### config.mk
export PLATFORM = sky130hd
export DESIGN_NAME = arbiter42_ctrl
export DESIGN_NICKNAME = d
export VERILOG_FILES = /design/src/rtl/arbiter42_ctrl_pkg.sv /design/src/rtl/arb_pick4.sv /design/src/rtl/encoder42.sv /design/src/rtl/arbiter42_ctrl.sv
export SDC_FILE = /design/constraint.sdc
export NUM_CORES = 1
export LEC_CHECK = 0
export CORE_UTILIZATION = 50
export CTS_BUF_LIST = sky130_fd_sc_hd__clkbuf_8
export CTS_CLUSTER_DIAMETER = 150
export DETAILED_ROUTE_END_ITERATION = 8
export GPL_TIMING_DRIVEN = 0
export PLACE_DENSITY = 0.77
export SLEW_MARGIN = 20
export SYNTH_ARGS = -nofsm -noshare
export SYNTH_HDL_FRONTEND = slang
export SYNTH_SLANG_ARGS = --single-unit
### constraint.sdc
create_clock -name clk -period 5.2 [get_ports clk]
set_clock_uncertainty 0.1 [all_clocks]
set_input_delay 1.04 -clock clk [delete_from_list [all_inputs] [get_ports clk]]
set_output_delay 1.04 -clock clk [all_outputs]
set_load 0.01 [all_outputs]
### src/rtl/arbiter42_ctrl_pkg.sv
`default_nettype none
// ============================================================================
//  Module      : arbiter42_ctrl_pkg
//  Description : Shared constants and helper for the four-requester arbiter.
//                Provides the state encodings, the requester count and a
//                one-hot to binary index helper.
//  Revision    : 1.0  initial release
// ============================================================================
package arbiter42_ctrl_pkg;

    localparam int REQ_N = 4;

    localparam logic [1:0] ST_IDLE  = 2'd0;
    localparam logic [1:0] ST_GRANT = 2'd1;
    localparam logic [1:0] ST_GAP   = 2'd2;

    // Index of the set bit of a one-hot (or zero) 4-bit vector.
    function automatic logic [1:0] onehot_to_idx(input logic [3:0] oh);
        logic [1:0] idx;
        idx = 2'd0;
        for (int k = 0; k < REQ_N; k++) begin
            if (oh[k]) idx = 2'(k);
        end
        return idx;
    endfunction

endpackage : arbiter42_ctrl_pkg
`default_nettype wire

### src/rtl/arb_pick4.sv
`default_nettype none
// ============================================================================
//  Module      : arb_pick4
//  Description : Combinational winner selection for four requesters.
//                Rotates the request vector so the search starts at
//                (last-1) mod 4, picks the highest set bit, rotates back.
//                With rr_en=0 the rotation is zero, giving fixed priority
//                3 > 2 > 1 > 0.
//  Ports       : req[3:0], last[1:0], rr_en -> win_onehot[3:0], win_any
//  Revision    : 1.0  initial release
// ============================================================================
module arb_pick4
    import arbiter42_ctrl_pkg::*;
(
    input  logic [3:0] req,
    input  logic [1:0] last,
    input  logic       rr_en,
    output logic [3:0] win_onehot,
    output logic       win_any
);

    logic [1:0] w_base;
    logic [3:0] w_rot;
    logic [1:0] w_sel;
    logic       w_found;

    // w_rot[j] = req[(base + j) mod 4]; the top bit then holds req[base-1],
    // so scanning from bit 3 down walks last-1, last-2, last-3, last.
    always_comb begin
        w_base     = rr_en ? last : 2'd0;
        w_rot      = '0;
        w_sel      = 2'd0;
        w_found    = 1'b0;
        win_onehot = '0;
        for (int j = 0; j < REQ_N; j++) begin
            w_rot[j] = req[2'(w_base + 2'(j))];
        end
        for (int j = REQ_N - 1; j >= 0; j--) begin
            if (w_rot[j] && !w_found) begin
                w_found = 1'b1;
                w_sel   = 2'(j);
            end
        end
        if (w_found) win_onehot[2'(w_base + w_sel)] = 1'b1;
    end

    assign win_any = |req;

endmodule : arb_pick4
`default_nettype wire

### src/rtl/encoder42.sv
`default_nettype none
// ============================================================================
//  Module      : encoder42
//  Description : 4-to-2 priority encoder, i4 highest. {o1,o0} = index of the
//                highest asserted input (i1 -> 0 ... i4 -> 3), 0 when none.
//  Ports       : i1..i4 inputs, o1/o0 encoded output bits.
//  Revision    : 1.0  initial release
// ============================================================================
module encoder42 (
    input  logic i1,
    input  logic i2,
    input  logic i3,
    input  logic i4,
    output logic o1,
    output logic o0
);

    assign o1 = i4 | i3;
    assign o0 = i4 | (i2 & ~i3);

    // i1 alone encodes to 2'd0, the same as no input, so it never drives an output.
    logic w_unused;
    assign w_unused = i1;

endmodule : encoder42
`default_nettype wire

### src/rtl/arbiter42_ctrl.sv
`default_nettype none
// ============================================================================
//  Module      : arbiter42_ctrl
//  Description : Four-requester arbiter/sequencer for one shared resource.
//                Registers a one-hot grant, holds it until the owner
//                releases (done or req drop), enforces a hold limit and
//                inserts one dead cycle between owners.
//  Ports       : clk, rst_n (async, active low), req[3:0], done
//                -> gnt[3:0], gnt_idx[1:0], busy, timeout
//  Revision    : 1.0  initial release
// ============================================================================
module arbiter42_ctrl
    import arbiter42_ctrl_pkg::*;
#(
    parameter int RR_EN    = 1,
    parameter int MAX_HOLD = 8,
    parameter int HOLD_W   = 4
) (
    input  logic       clk,
    input  logic       rst_n,
    input  logic [3:0] req,
    input  logic       done,
    output logic [3:0] gnt,
    output logic [1:0] gnt_idx,
    output logic       busy,
    output logic       timeout
);

    // Last hold_cnt value of a grant; unused when MAX_HOLD == 0.
    localparam logic [HOLD_W-1:0] c_hold_last =
        (MAX_HOLD == 0) ? '0 : HOLD_W'(MAX_HOLD - 1);

    logic [1:0]        r_state;
    logic [3:0]        r_gnt;
    logic [HOLD_W-1:0] r_hold_cnt;
    logic [1:0]        r_last;
    logic              r_timeout;

    logic [3:0] w_win;
    logic       w_win_any;
    logic       w_owner_req;
    logic       w_rel_soft;
    logic       w_limit;

    arb_pick4 u_pick (
        .req        (req),
        .last       (r_last),
        .rr_en      (RR_EN != 0),
        .win_onehot (w_win),
        .win_any    (w_win_any)
    );

    encoder42 u_enc (
        .i1 (r_gnt[0]),
        .i2 (r_gnt[1]),
        .i3 (r_gnt[2]),
        .i4 (r_gnt[3]),
        .o1 (gnt_idx[1]),
        .o0 (gnt_idx[0])
    );

    assign w_owner_req = |(req & r_gnt);
    assign w_rel_soft  = done | ~w_owner_req;
    assign w_limit     = (MAX_HOLD != 0) && (r_hold_cnt == c_hold_last);

    always_ff @(posedge clk or negedge rst_n) begin
        if (!rst_n) begin
            r_state    <= ST_IDLE;
            r_gnt      <= '0;
            r_hold_cnt <= '0;
            r_last     <= 2'd0;
            r_timeout  <= 1'b0;
        end else begin
            r_timeout <= 1'b0;
            case (r_state)
                ST_IDLE, ST_GAP: begin
                    if (w_win_any) begin
                        r_gnt      <= w_win;
                        r_last     <= onehot_to_idx(w_win);
                        r_hold_cnt <= '0;
                        r_state    <= ST_GRANT;
                    end else begin
                        r_state <= ST_IDLE;
                    end
                end
                ST_GRANT: begin
                    if (w_rel_soft || w_limit) begin
                        r_gnt     <= '0;
                        r_state   <= ST_GAP;
                        // Flag only releases forced purely by the hold limit.
                        r_timeout <= w_limit && !w_rel_soft;
                    end else begin
                        r_hold_cnt <= r_hold_cnt + HOLD_W'(1);
                    end
                end
                default: begin
                    r_gnt   <= '0;
                    r_state <= ST_IDLE;
                end
            endcase
        end
    end

    assign gnt     = r_gnt;
    assign busy    = |r_gnt;
    assign timeout = r_timeout;

endmodule : arbiter42_ctrl
`default_nettype wire

Yosys cells after proc, flatten, opt, wreduce, memory -nomap -nowiden
Index checks and enable logic that the tools add are counted.
W data, S select, Z words.

word-level totals
  register bits = 13
  logic and storage cells = 81
  input bits = 7

operators by class
  magnitude comparators = 6
  $add $sub $neg = 5
  mux-type cells = 33
  bitwise logic cells = 7
  reduce and logical (&&, ||, !) cells = 19
  equal/unequal tests = 6

operator list
  kind                   count
  $mux W4                5
  $pmux W4 S2            2
  $lt A2 B3 Y1 const B   5
  $mux W2                7
  $mux W1                13
  $reduce_or A4 Y1       3
  $bmux W1 S2            4
  $logic_and A1 B1 Y1    5
  $add A2 B2 Y2 const B  2
  $add A4 B1 Y4 const B  1
  $and A4 B4 Y4          1
  $eq A4 B3 Y1 const B   1
  $logic_not A1 Y1       4
  $ne A2 B2 Y1 const B   2
  $pmux W2 S2            1
  $reduce_and A2 Y1      2
  $or A1 B1 Y1           3
  $reduce_and A3 Y1      1
  $add A2 B1 Y2 const B  1
  $add A2 B2 Y2          1
  $demux W1 S2           1
  $eq A2 B1 Y1 const B   1
  $eq A2 B2 Y1 const B   1
  $ge A2 B1 Y1 const B   1
  7 further kinds        8

Depth between registers and ports, before layout
Gate-level depths: netlist (run 1).

  depth after elaboration = 22
  depth in mapped cells = 9
  mapped depth without buffers = 8

Cells and area by module
From an unflattened synthesis (run 1), not the netlist that was laid out.

unflattened totals
  cell total of the unflattened synthesis = 93
  area total of the unflattened synthesis = 898.4 sq um

modules (own cells, without submodules)
  module          seq. area each (sq um)  area each (sq um)  cells each  times used
  arbiter42_ctrl  325.3                   631.9              56          1
  arb_pick4       0.0                     249.0              34          1
  encoder42       0.0                     17.5               3           1

Worst setup path before layout (run 1)
OpenSTA, ideal clock, no wires.

  path type = input port to flip-flop
  start point = input req[2]
  end point = register r_gnt[2] (netlist: gnt[2])
  arrival = 2.127 ns
  data required time = 4.969 ns
  path slack = 2.842 ns
  buffers on the path = 0
  cell stages on the path = 7
  path through = a21boi_0 > o221ai_1 > o31ai_1 > ha_1 > xnor2_1 > xor2_1 > o22ai_1

on the way
  longest elaborated chain between the ends = 20
  elaborated cells between the ends (all ways) = 40
  those cells by class = add/sub (1); order compare (2); eq/ne (2); mux (21); bitwise (3); reduce/logical (11)

RTL lines
  what                                                                line                  source
  start, declared                                                     arbiter42_ctrl.sv:21  input logic [3:0] req,
  $bmux W1 S2                                                         arb_pick4.sv:36       w_rot[j] = req[2'(w_base + 2'(j))];
  $mux W1 (not written as such)                                       arb_pick4.sv:36
  $mux W1                                                             arb_pick4.sv:39       if (w_rot[j] && !w_found) begin
  $logic_not A1 Y1                                                    arb_pick4.sv:39
  $logic_and A1 B1 Y1                                                 arb_pick4.sv:39
  $mux W1                                                             arb_pick4.sv:39
  $logic_not A1 Y1                                                    arb_pick4.sv:39
  $logic_and A1 B1 Y1                                                 arb_pick4.sv:39
  [... 4 more ...]                                                    -
  $add A2 B2 Y2                                                       arb_pick4.sv:44       if (w_found) win_onehot[2'(w_base + w_sel)] = 1'b1;
  $lt A2 B3 Y1 (not written as such) or $ge A2 B1 Y1 (tied branches)  arb_pick4.sv:44
  $logic_and A1 B1 Y1 (not written as such)                           arb_pick4.sv:44
  $mux W1 (not written as such)                                       arb_pick4.sv:44
  $demux W1 S2                                                        -
  $mux W4                                                             arb_pick4.sv:44
  $mux W4                                                             arbiter42_ctrl.sv:77  if (w_win_any) begin
  $pmux W4 S2                                                         arbiter42_ctrl.sv:75  case (r_state)
  end signal, assigned                                                arbiter42_ctrl.sv:78  r_gnt <= w_win;
  end, declared                                                       arbiter42_ctrl.sv:34  logic [3:0] r_gnt;

Parallel ways exist; a longest one is shown, timed or not. The select of a mux whose other input is x is not followed.
A chain may end at the register's enable or synchronous reset.

Worst setup path after layout (run 1)
  start point = input req[3]
  end point = register r_gnt[2] (netlist: gnt[2])

Same word-level chain as after synthesis.

==> out/results.ini, run 1 <==
[worst_setup_path]
crit_path_end_kind=register
crit_path_start_kind=primary input
cp.required_ps=5220
cp_max_fo=7
path_class=primary input to register
cp.arrival_ps=2880

[floorplanning]
rows=14
die_area_um2=1776
start_util=0.5349
ios=15
die-width_um=42.15
placeableCoreArea_um2=1506
die_height_um=42.15

[sta]
tns_ps=0
maxSlewHeadroom=0.5165
whs_ps=414.9
worst_pin_slew_ps=718.6
fin_crit_sh=0.5508
slew_violations=0
finalHoldViolations=0
fin_ws_ps=2336
rsz0062_at_grt=false
timing.fmax_ghz=0.3491
setup_viol=0
period_minus_slack_ps=2864

[grt]
track_usage=0.2060
antenna_found_initial=0
grt_pass1_wl_mm=2.725
grt_pass1_vias=659
overflow=0
grt_max_degree=14

[route]
wl_per_cell_um=13.08
vias_per_cell=5.829
ant_nets=0
first_pass_iters=4
wl_met1_um=677
met3WireLength_um=66
route.detailed.drc=0
via_count=682
wl_mm=1.530
top_layer=met4
dr_wl_met2_um=751
drtIter0Drc=13

[placed_design]
routabilityCongestion=0.7994
dpl_worst_slack_ps=2069
portBuffers=14
dp_hpwl_mm=1.193

[power]
comb_power_share=0.522
switching_power_mw=0.1827
pwr-share-seq=0.308
power.density_nw_per_um2=497.0
ir_drop_v=0.0003155
swShare=0.3636
total_power_mw=0.5025
internal_power_mw=0.3198
power.leakage_nw=0.4331
pwr-share-clk=0.170

[synth]
syn_inst=83
syn_area_um2=805.8
synth_area_leaders=dfrtp_1, buf_4, a21oi_1
synth_nets=92
synth_top_area_frac=0.4037
synthDistinctLibCells=36
avgSynthCellArea_um2=9.708
yosys_warnings=0
synth-seq-cells=13
synth_top_cell_by_area=dfrtp_1
ys_seq_area_frac=0.4037

[outcome]
run_status=finished, final reports clean

[layout]
drive_above_1_share=0.1386
area_growth_pct=25.47
final_util=0.6711
antenna_cells=0
fillers=115
finalNetCount=111

[clock_tree]
cts_root_buffer=clkbuf_8
cts_made_buffers=3
cts-htree-levels=1
cts_buffer_depth=2
insertion_delay_ps=240
hold_buffers=0
postCtsSetupRepairBufs=0
cts_tree=done
clock_sinks=13
clk_pin_slew_ps=50
cts_resized=0

[run]
maxCapViolCount=0

[worst_hold_path]
hold_class=register to register

layer usage:
metal,vias to the layer above,global-route usage
met1,319,0.2479
met3,6,0.07328
met4,0,0.1063
met2,17,0.3250
li1,340,-
met5,-,0
worst max-delay path, cell delays in order:
cell             delay [ps]
clkdlybuf4s50_1         610
a21boi_0                130
o221ai_1                180
o31ai_1                 110
ha_1                    230
xnor2_1                 250
xor2_1                  220
o22ai_1                 110
per-stage QoR:
stage / std cells / area [um^2]
after detailed placement: 113 / 965.9
after CTS: 117 / 1011
final: 117 / 1011
after floorplan: 83 / 805.8
after global placement: 113 / 965.9
after global routing: 117 / 1011
cell type report:
| type | count | area, um^2 | area share |
|---|---|---|---|
| flip-flops and latches | 13 | 325.3 | 0.3218 |
| inverters | 6 | 22.52 | 0.02228 |
| clock buffers | 3 | 41.29 | 0.04084 |
| multi-input cells | 57 | 407.9 | 0.4035 |
| clock inverters | 1 | 3.754 | 0.003713 |
| well taps | 16 | 20.02 | 0.01980 |
| repair buffers | 14 | 140.1 | 0.1386 |
| plain buffers | 7 | 50.05 | 0.04950 |
cells in the mapped netlist:
| master | count |
|---|---|
| mux2_2 | 1 |
| nor3_1 | 1 |
| a22oi_2 | 1 |
| a22oi_1 | 1 |
| nor4bb_1 | 1 |
| nand3b_1 | 1 |
| nor4_1 | 2 |
| dfrtp_1 | 13 |
| nor4b_1 | 2 |
| nor2_1 | 2 |
| a21o_1 | 1 |
| xor2_1 | 1 |
| nand2b_1 | 1 |
| nand4_1 | 1 |
| a211o_1 | 1 |
| nor3b_1 | 2 |
| nor4_4 | 1 |
| a21oi_1 | 6 |
| or3_1 | 1 |
| nand2_1 | 6 |
| buf_4 | 6 |
| nor2b_1 | 2 |
| nand3_1 | 2 |
| a21boi_0 | 1 |
| a211oi_1 | 1 |
| o21ai_0 | 3 |
| or4b_1 | 1 |
| xnor2_1 | 3 |
| inv_1 | 6 |
| buf_2 | 1 |
| o221ai_1 | 1 |
| mux2i_1 | 2 |
| a31o_2 | 1 |
| o22ai_1 | 4 |
| o31ai_1 | 1 |
| ha_1 | 2 |
registers in the layout (all words and copies together), names as in the netlist:
| signal | count |
|---|---|
| r_last | 2 |
| timeout | 1 |
| r_hold_cnt | 4 |
| gnt | 4 |
| r_state | 2 |
final timing paths:
check | from | end | slack (ps) | depth (start not counted)
min in group asynchronous | rst_n | r_hold_cnt[3] | 1070 | 1
max in group asynchronous | rst_n | r_last[1] | 3550 | 1
worst min-delay path | r_hold_cnt[0] | r_hold_cnt[0] | 410 | 1
worst min register to register | r_hold_cnt[0] | r_hold_cnt[0] | 410 | 1
worst max-delay path | req[3] | gnt[2] | 2340 | 8
worst max register to register | r_last[1] | gnt[2] | 3230 | 9
cell families after synthesis:
logic type	after synthesis	synth area share
buffers and inverters	13	0.09005
adder cells (fa/ha/maj)	2	0.03105
AO/OA/AOI/OAI	22	0.1817
XOR/XNOR	4	0.04349
AND/OR/NAND/NOR	26	0.2112
multiplexers	3	0.03882
flip-flops	13	0.4037
power by group through the flow:
stage	Combinational, mW	Clock [mW]	Sequential [mW]
5_1_grt	0.292	0.0945	0.158
3_3_place_gp	0.256	0	0.156
2_1_floorplan	0.193	0	0.150
6_report	0.262	0.0853	0.155
4_1_cts	0.264	0.0885	0.155
3_5_place_dp	0.263	0	0.156
placed cells by master, fill, tap and decap left out, types with 3 or more instances in the layout:
cell type and count:
clkdlybuf4s50_1 14, dfrtp_1 13, buf_4 6, o21ai_0 3, clkbuf_8 3, xnor2_1 3
inv_1 7, o22ai_1 4, nand2_1 6, a21oi_1 6
No activity file was read; power rests on OpenSTA's default activity.
==> run 2: changes to the inputs <==
Settings changed: CORE_ASPECT_RATIO set to 0.8, CORE_UTILIZATION 50 to 48.
Clock period 5.2 ns to 2.6 ns, I/O delays scaled along.
==> run 2 against run 1 <==
  * Die area grew 4.0%
  * Critical path depth is the same
  * Sequential share of layout area shrank 0.20 points
  * Worst hold slack improved by 5.7 ps
  * Worst setup slack worse by 2100 ps
  * Non-clock buffer count is the same
  * Clock power up 100%
  * Via count fell by 1.8%
  * Largest power group unchanged
==> out/results.ini, run 2 (synthesized netlist as in run 1, its figures left out) <==
[sta]
rsz0062_at_grt=false
maxSlewHeadroom=0.4844  ; -0.03217
fin_crit_sh=0.9089
period_minus_slack_ps=2363
fin_ws_ps=236.9  ; -2099 ps
timing.fmax_ghz=0.4232
worst_pin_slew_ps=766.4  ; +47.81 ps
slew_violations=0  ; unchanged
tns_ps=0  ; unchanged
setup_viol=0  ; unchanged
finalHoldViolations=0  ; unchanged

[grt]
track_usage=0.2091  ; +0.003057
grt_pass1_vias=608  ; -7.7%
grt_max_degree=14  ; unchanged
overflow=0  ; unchanged
antenna_found_initial=0  ; unchanged
grt_pass1_wl_mm=2.546  ; -6.6%

[clock_tree]
hold_buffers=0  ; unchanged
insertion_delay_ps=240  ; about the same
cts_root_buffer=clkbuf_8
cts_resized=0  ; unchanged
cts_tree=done
clk_pin_slew_ps=50  ; about the same
cts-htree-levels=1  ; unchanged
postCtsSetupRepairBufs=0  ; unchanged
cts_made_buffers=3  ; unchanged
cts_buffer_depth=2  ; unchanged
clock_sinks=13  ; unchanged

[route]
first_pass_iters=4  ; unchanged
drtIter0Drc=11  ; -2
wl_met1_um=749  ; +11%
met3WireLength_um=78  ; +18%
dr_wl_met2_um=722  ; -3.9%
via_count=670  ; -1.8%
wl_per_cell_um=12.90  ; -1.3%
wl_mm=1.574  ; +2.9%
vias_per_cell=5.492  ; -5.8%
top_layer=met4
ant_nets=0  ; unchanged
route.detailed.drc=0  ; unchanged

[worst_setup_path]
crit_path_end_kind=register
path_class=primary input to register
cp.required_ps=2620  ; -2600 ps
ff2ff_setup_slack_ps=610  ; -2620 ps
cp_max_fo=7  ; unchanged
cp.arrival_ps=2380  ; -500 ps
crit_path_start_kind=primary input

[placed_design]
portBuffers=14  ; unchanged
dp.cells=118  ; +4.4%
dpl_worst_slack_ps=-7.356  ; -2076 ps
routabilityCongestion=0.8036  ; +0.53%
dp_hpwl_mm=1.238  ; +3.8%

[floorplanning]
die-width_um=47.81  ; +13%
ios=15  ; unchanged
die_area_um2=1847  ; +4.0%
rows=12  ; -2
die_height_um=38.65  ; -8.3%
placeableCoreArea_um2=1471  ; -2.3%
start_util=0.5476  ; +0.01274

[layout]
mostFrequentLayoutCells=clkdlybuf4s50_1, dfrtp_1, inv_1
register_area_um2=325.3  ; unchanged
area_growth_pct=26.24
antenna_cells=0  ; unchanged
final-instance-count-excl-fill=122  ; +4.3%
multi_input_area_um2=407.9  ; unchanged
drive_above_1_share=0.1386  ; unchanged
fillers=123  ; +7.0%
final_common_cell=clkdlybuf4s50_1
finalNetCount=111  ; unchanged

[power]
total_power_mw=1.007  ; +100%
power.leakage_nw=0.4331  ; unchanged
power.density_nw_per_um2=989.6  ; +99%
ir_drop_v=0.0007564  ; +140%

[outcome]
run_status=finished, final reports clean

[run]
maxCapViolCount=0  ; unchanged

[worst_hold_path]
hold_class=register to register

[run 2: cell type report]
| type | count | share of cell area |
|---|---|---|
| tap | 21 | 0.02583 |
| timing repair buffer | 14 | 0.1378 |
| inverter | 6 | 0.02214 |
| sequential | 13 | 0.3198 |
| multi-input combinational | 57 | 0.4010 |
| clock inverter | 1 | 0.003690 |
| clock buffer | 3 | 0.04059 |
| buffer | 7 | 0.04920 |
[run 2: worst paths after layout]
check,start,end,cells after the start
max,req[3],gnt[2],8
min,r_hold_cnt[0],r_hold_cnt[0],1
max reg2reg,r_last[1],gnt[2],9
min reg2reg,r_hold_cnt[0],r_hold_cnt[0],1
max in group asynchronous,rst_n,r_hold_cnt[0],1
min in group asynchronous,rst_n,gnt[3],1
[run 2: metal layers]
metal,GRT usage,vias to the layer above
li1,-,338
met2,0.3176,20
met1,0.2687,308
met3,0.07477,4
met5,0,-
met4,0.08333,0
[run 2: critical path, cell delays in order]
cell	delay, ps
clkdlybuf4s50_1	620
a21boi_0	140
o221ai_1	190
o31ai_1	120
ha_1	230
xnor2_1	250
xor2_1	210
o22ai_1	100
[run 2: where the power goes]
part | total, mW | switching, mW | leakage, nW | internal, mW
Clock | 0.172 | 0.0679 | 0.0269 | 0.104
Combinational | 0.523 | 0.247 | 0.235 | 0.276
Sequential | 0.312 | 0.0524 | 0.172 | 0.259
Total | 1.01 | 0.368 | 0.433 | 0.639
[run 2: metrics by stage]
stage | hold WS, ps | area (um^2) | utilization
finish | 420.6 | 1017 | 0.6913
detailed placement | 402.6 | 972.2 | 0.6607
floorplan | 124.4 | 805.8 | -
CTS | 426.7 | 1017 | 0.6913
global placement | 398.6 | 972.2 | 0.6607
global route | 447.1 | 1017 | 0.6913
==> run 3: changes to the inputs <==
Settings changed: CELL_PAD_IN_SITES_DETAIL_PLACEMENT set to 1, CELL_PAD_IN_SITES_GLOBAL_PLACEMENT set to 2, CORE_UTILIZATION 48 to 29, PLACE_DENSITY 0.77 to not set, PLACE_DENSITY_LB_ADDON set to 0.1.
==> run 3 against run 2 <==
  * Combinational power grew 2%
  * Worst setup slack lost 5.2 ps
  * Total power grew 1.4%
  * Routed wire length grew 12%
  * Final area grew 1.8%
  * Utilization shrank 28 points
  * Fmax shrank 0.22%
  * Largest cell class unchanged
==> out/results.ini, run 3 (synthesized netlist as in run 1, its figures left out) <==
[route]
ant_nets=0  ; unchanged
vias_per_cell=4.854  ; -12%
wl_mm=1.764  ; +12%
via_count=665  ; -0.75%
drtIter0Drc=4  ; -7
first_pass_iters=4  ; unchanged
wl_per_cell_um=12.88  ; -0.20%
route.detailed.drc=0  ; unchanged

[floorplanning]
ios=15  ; unchanged
die_height_um=49.15  ; +27%
placeableCoreArea_um2=2542  ; +73%
start_util=0.3169  ; -0.2307
die_area_um2=2995  ; +62%
rows=16  ; +4
die-width_um=60.94  ; +27%

[worst_setup_path]
cp_max_fo=7  ; unchanged
cp_slowest_cell=clkdlybuf4s50_1
path_class=primary input to register
cp_cell_sequence=clkdlybuf4s50_1 -> a21boi_0 -> o221ai_1 -> o31ai_1 -> ha_1 -> xnor2_1 -> xor2_1 -> o22ai_1
cp.arrival_ps=2380  ; about the same
cp.required_ps=2610  ; about the same
crit_path_max_incr_delay_ps=620  ; about the same
crit_path_end_kind=register
crit_path_start_kind=primary input

[clock_tree]
cts_root_buffer=clkbuf_8
cts_made_buffers=3  ; unchanged
hold_buffers=0  ; unchanged
cts_buffer_depth=2  ; unchanged
postCtsSetupRepairBufs=0  ; unchanged
clock_sinks=13  ; unchanged
cts-htree-levels=1  ; unchanged
cts_resized=0  ; unchanged
cts_tree=done
clk_pin_slew_ps=50  ; about the same
insertion_delay_ps=240  ; about the same

[sta]
maxSlewHeadroom=0.4676  ; -0.01673
setup_viol=0  ; unchanged
fin_ws_ps=231.6  ; -5.224 ps
slew_violations=0  ; unchanged
finalHoldViolations=0  ; unchanged
worst_pin_slew_ps=791.2  ; +24.87 ps
period_minus_slack_ps=2368  ; +5.224 ps
timing.fmax_ghz=0.4222  ; -0.22%
rsz0062_at_grt=false
fin_crit_sh=0.9109  ; +0.002009

[power]
pwr-share-seq=0.307  ; -0.003
swShare=0.3731  ; +0.008042
pwr-share-clk=0.168  ; -0.003
switching_power_mw=0.3810  ; +3.7%
power.density_nw_per_um2=985.5  ; -0.42%
ir_drop_v=0.0004011  ; -47%
power.leakage_nw=0.4331  ; unchanged
comb_power_share=0.524  ; +0.005
internal_power_mw=0.6400  ; +0.14%
total_power_mw=1.021  ; +1.4%

[placed_design]
dp_hpwl_mm=1.422  ; +15%
place_area_um2=991.0  ; +1.9%
portBuffers=14  ; unchanged
routabilityCongestion=0.6847  ; -15%
dpl_worst_slack_ps=-22.78  ; -15.42 ps

[grt]
antenna_found_initial=0  ; unchanged
overflow=0  ; unchanged
grt_pass1_vias=669  ; +10%
grt_max_degree=14  ; unchanged
grt_pass1_wl_mm=3.180  ; +25%
track_usage=0.1442  ; -0.06489

[layout]
drive_above_1_share=0.1386  ; unchanged
area_growth_pct=28.57
fillers=300  ; +140%
final_util=0.4075  ; -0.2838
mostFrequentLayoutCells=clkdlybuf4s50_1, dfrtp_1, inv_1
finalNetCount=111  ; unchanged
design_area_um2=1036  ; +1.8%
final_common_cell=clkdlybuf4s50_1
antenna_cells=0  ; unchanged

[worst_hold_path]
hold_class=register to register

[outcome]
run_status=finished, final reports clean

[run]
maxCapViolCount=0  ; unchanged

## run 3: cell counts in the layout (fill, tap and decap cells not counted)
Identical to the previous run, type by type.
## run 3: cell type report
cell class                 instances  area (um^2)  area share
multi-input combinational         57        407.9      0.3937
inverter                           6        22.52     0.02174
sequential                        13        325.3      0.3140
clock inverter                     1        3.754    0.003623
tap                               36        45.04     0.04348
buffer                             7        50.05     0.04831
clock buffer                       3        41.29     0.03986
timing repair buffer              14        140.1      0.1353
## run 3: worst paths after layout
path	start	to	slack, ps	depth (start not counted)
min reg2reg	r_hold_cnt[0]	r_hold_cnt[0]	430	1
min in group asynchronous	rst_n	r_last[0]	580	1
min	r_hold_cnt[0]	r_hold_cnt[0]	430	1
max reg2reg	r_last[1]	gnt[2]	590	9
max in group asynchronous	rst_n	r_hold_cnt[3]	1410	1
max	req[2]	gnt[2]	230	8
## run 3: power groups by stage
stage | combinational [mW] | sequential [mW] | clock [mW]
2_1_floorplan | 0.387 | 0.300 | 0
3_3_place_gp | 0.528 | 0.318 | 0
3_5_place_dp | 0.540 | 0.318 | 0
4_1_cts | 0.543 | 0.315 | 0.179
5_1_grt | 0.601 | 0.321 | 0.192
6_report | 0.535 | 0.314 | 0.172
## run 3: metrics by stage
step / instances / setup TNS (ps) / hold slack (ps)
3_5_place_dp: 133 / -36.23 / 416.5
4_1_cts: 137 / 0 / 432.8
3_3_place_gp: 133 / 0 / 405.0
5_1_grt: 137 / 0 / 465.4
6_report: 137 / 0 / 425.5
2_1_floorplan: 83 / 0 / 124.4
## run 3: metal layers
| metal | routed length, um | GRT usage | vias up |
|---|---|---|---|
| met5 | 0 | 0 | - |
| met4 | 6 | 0.01136 | 0 |
| met3 | 73 | 0.05570 | 2 |
| met2 | 706 | 0.2051 | 14 |
| met1 | 977 | 0.2143 | 313 |
| li1 | - | - | 336 |
## run 3: worst max-delay path: cells and delay by family
kind	cells	cell delay, ps
adder cells (fa/ha/maj)	1	260
XOR/XNOR	2	410
buffers and inverters	1	620
AO/OA/AOI/OAI	4	570
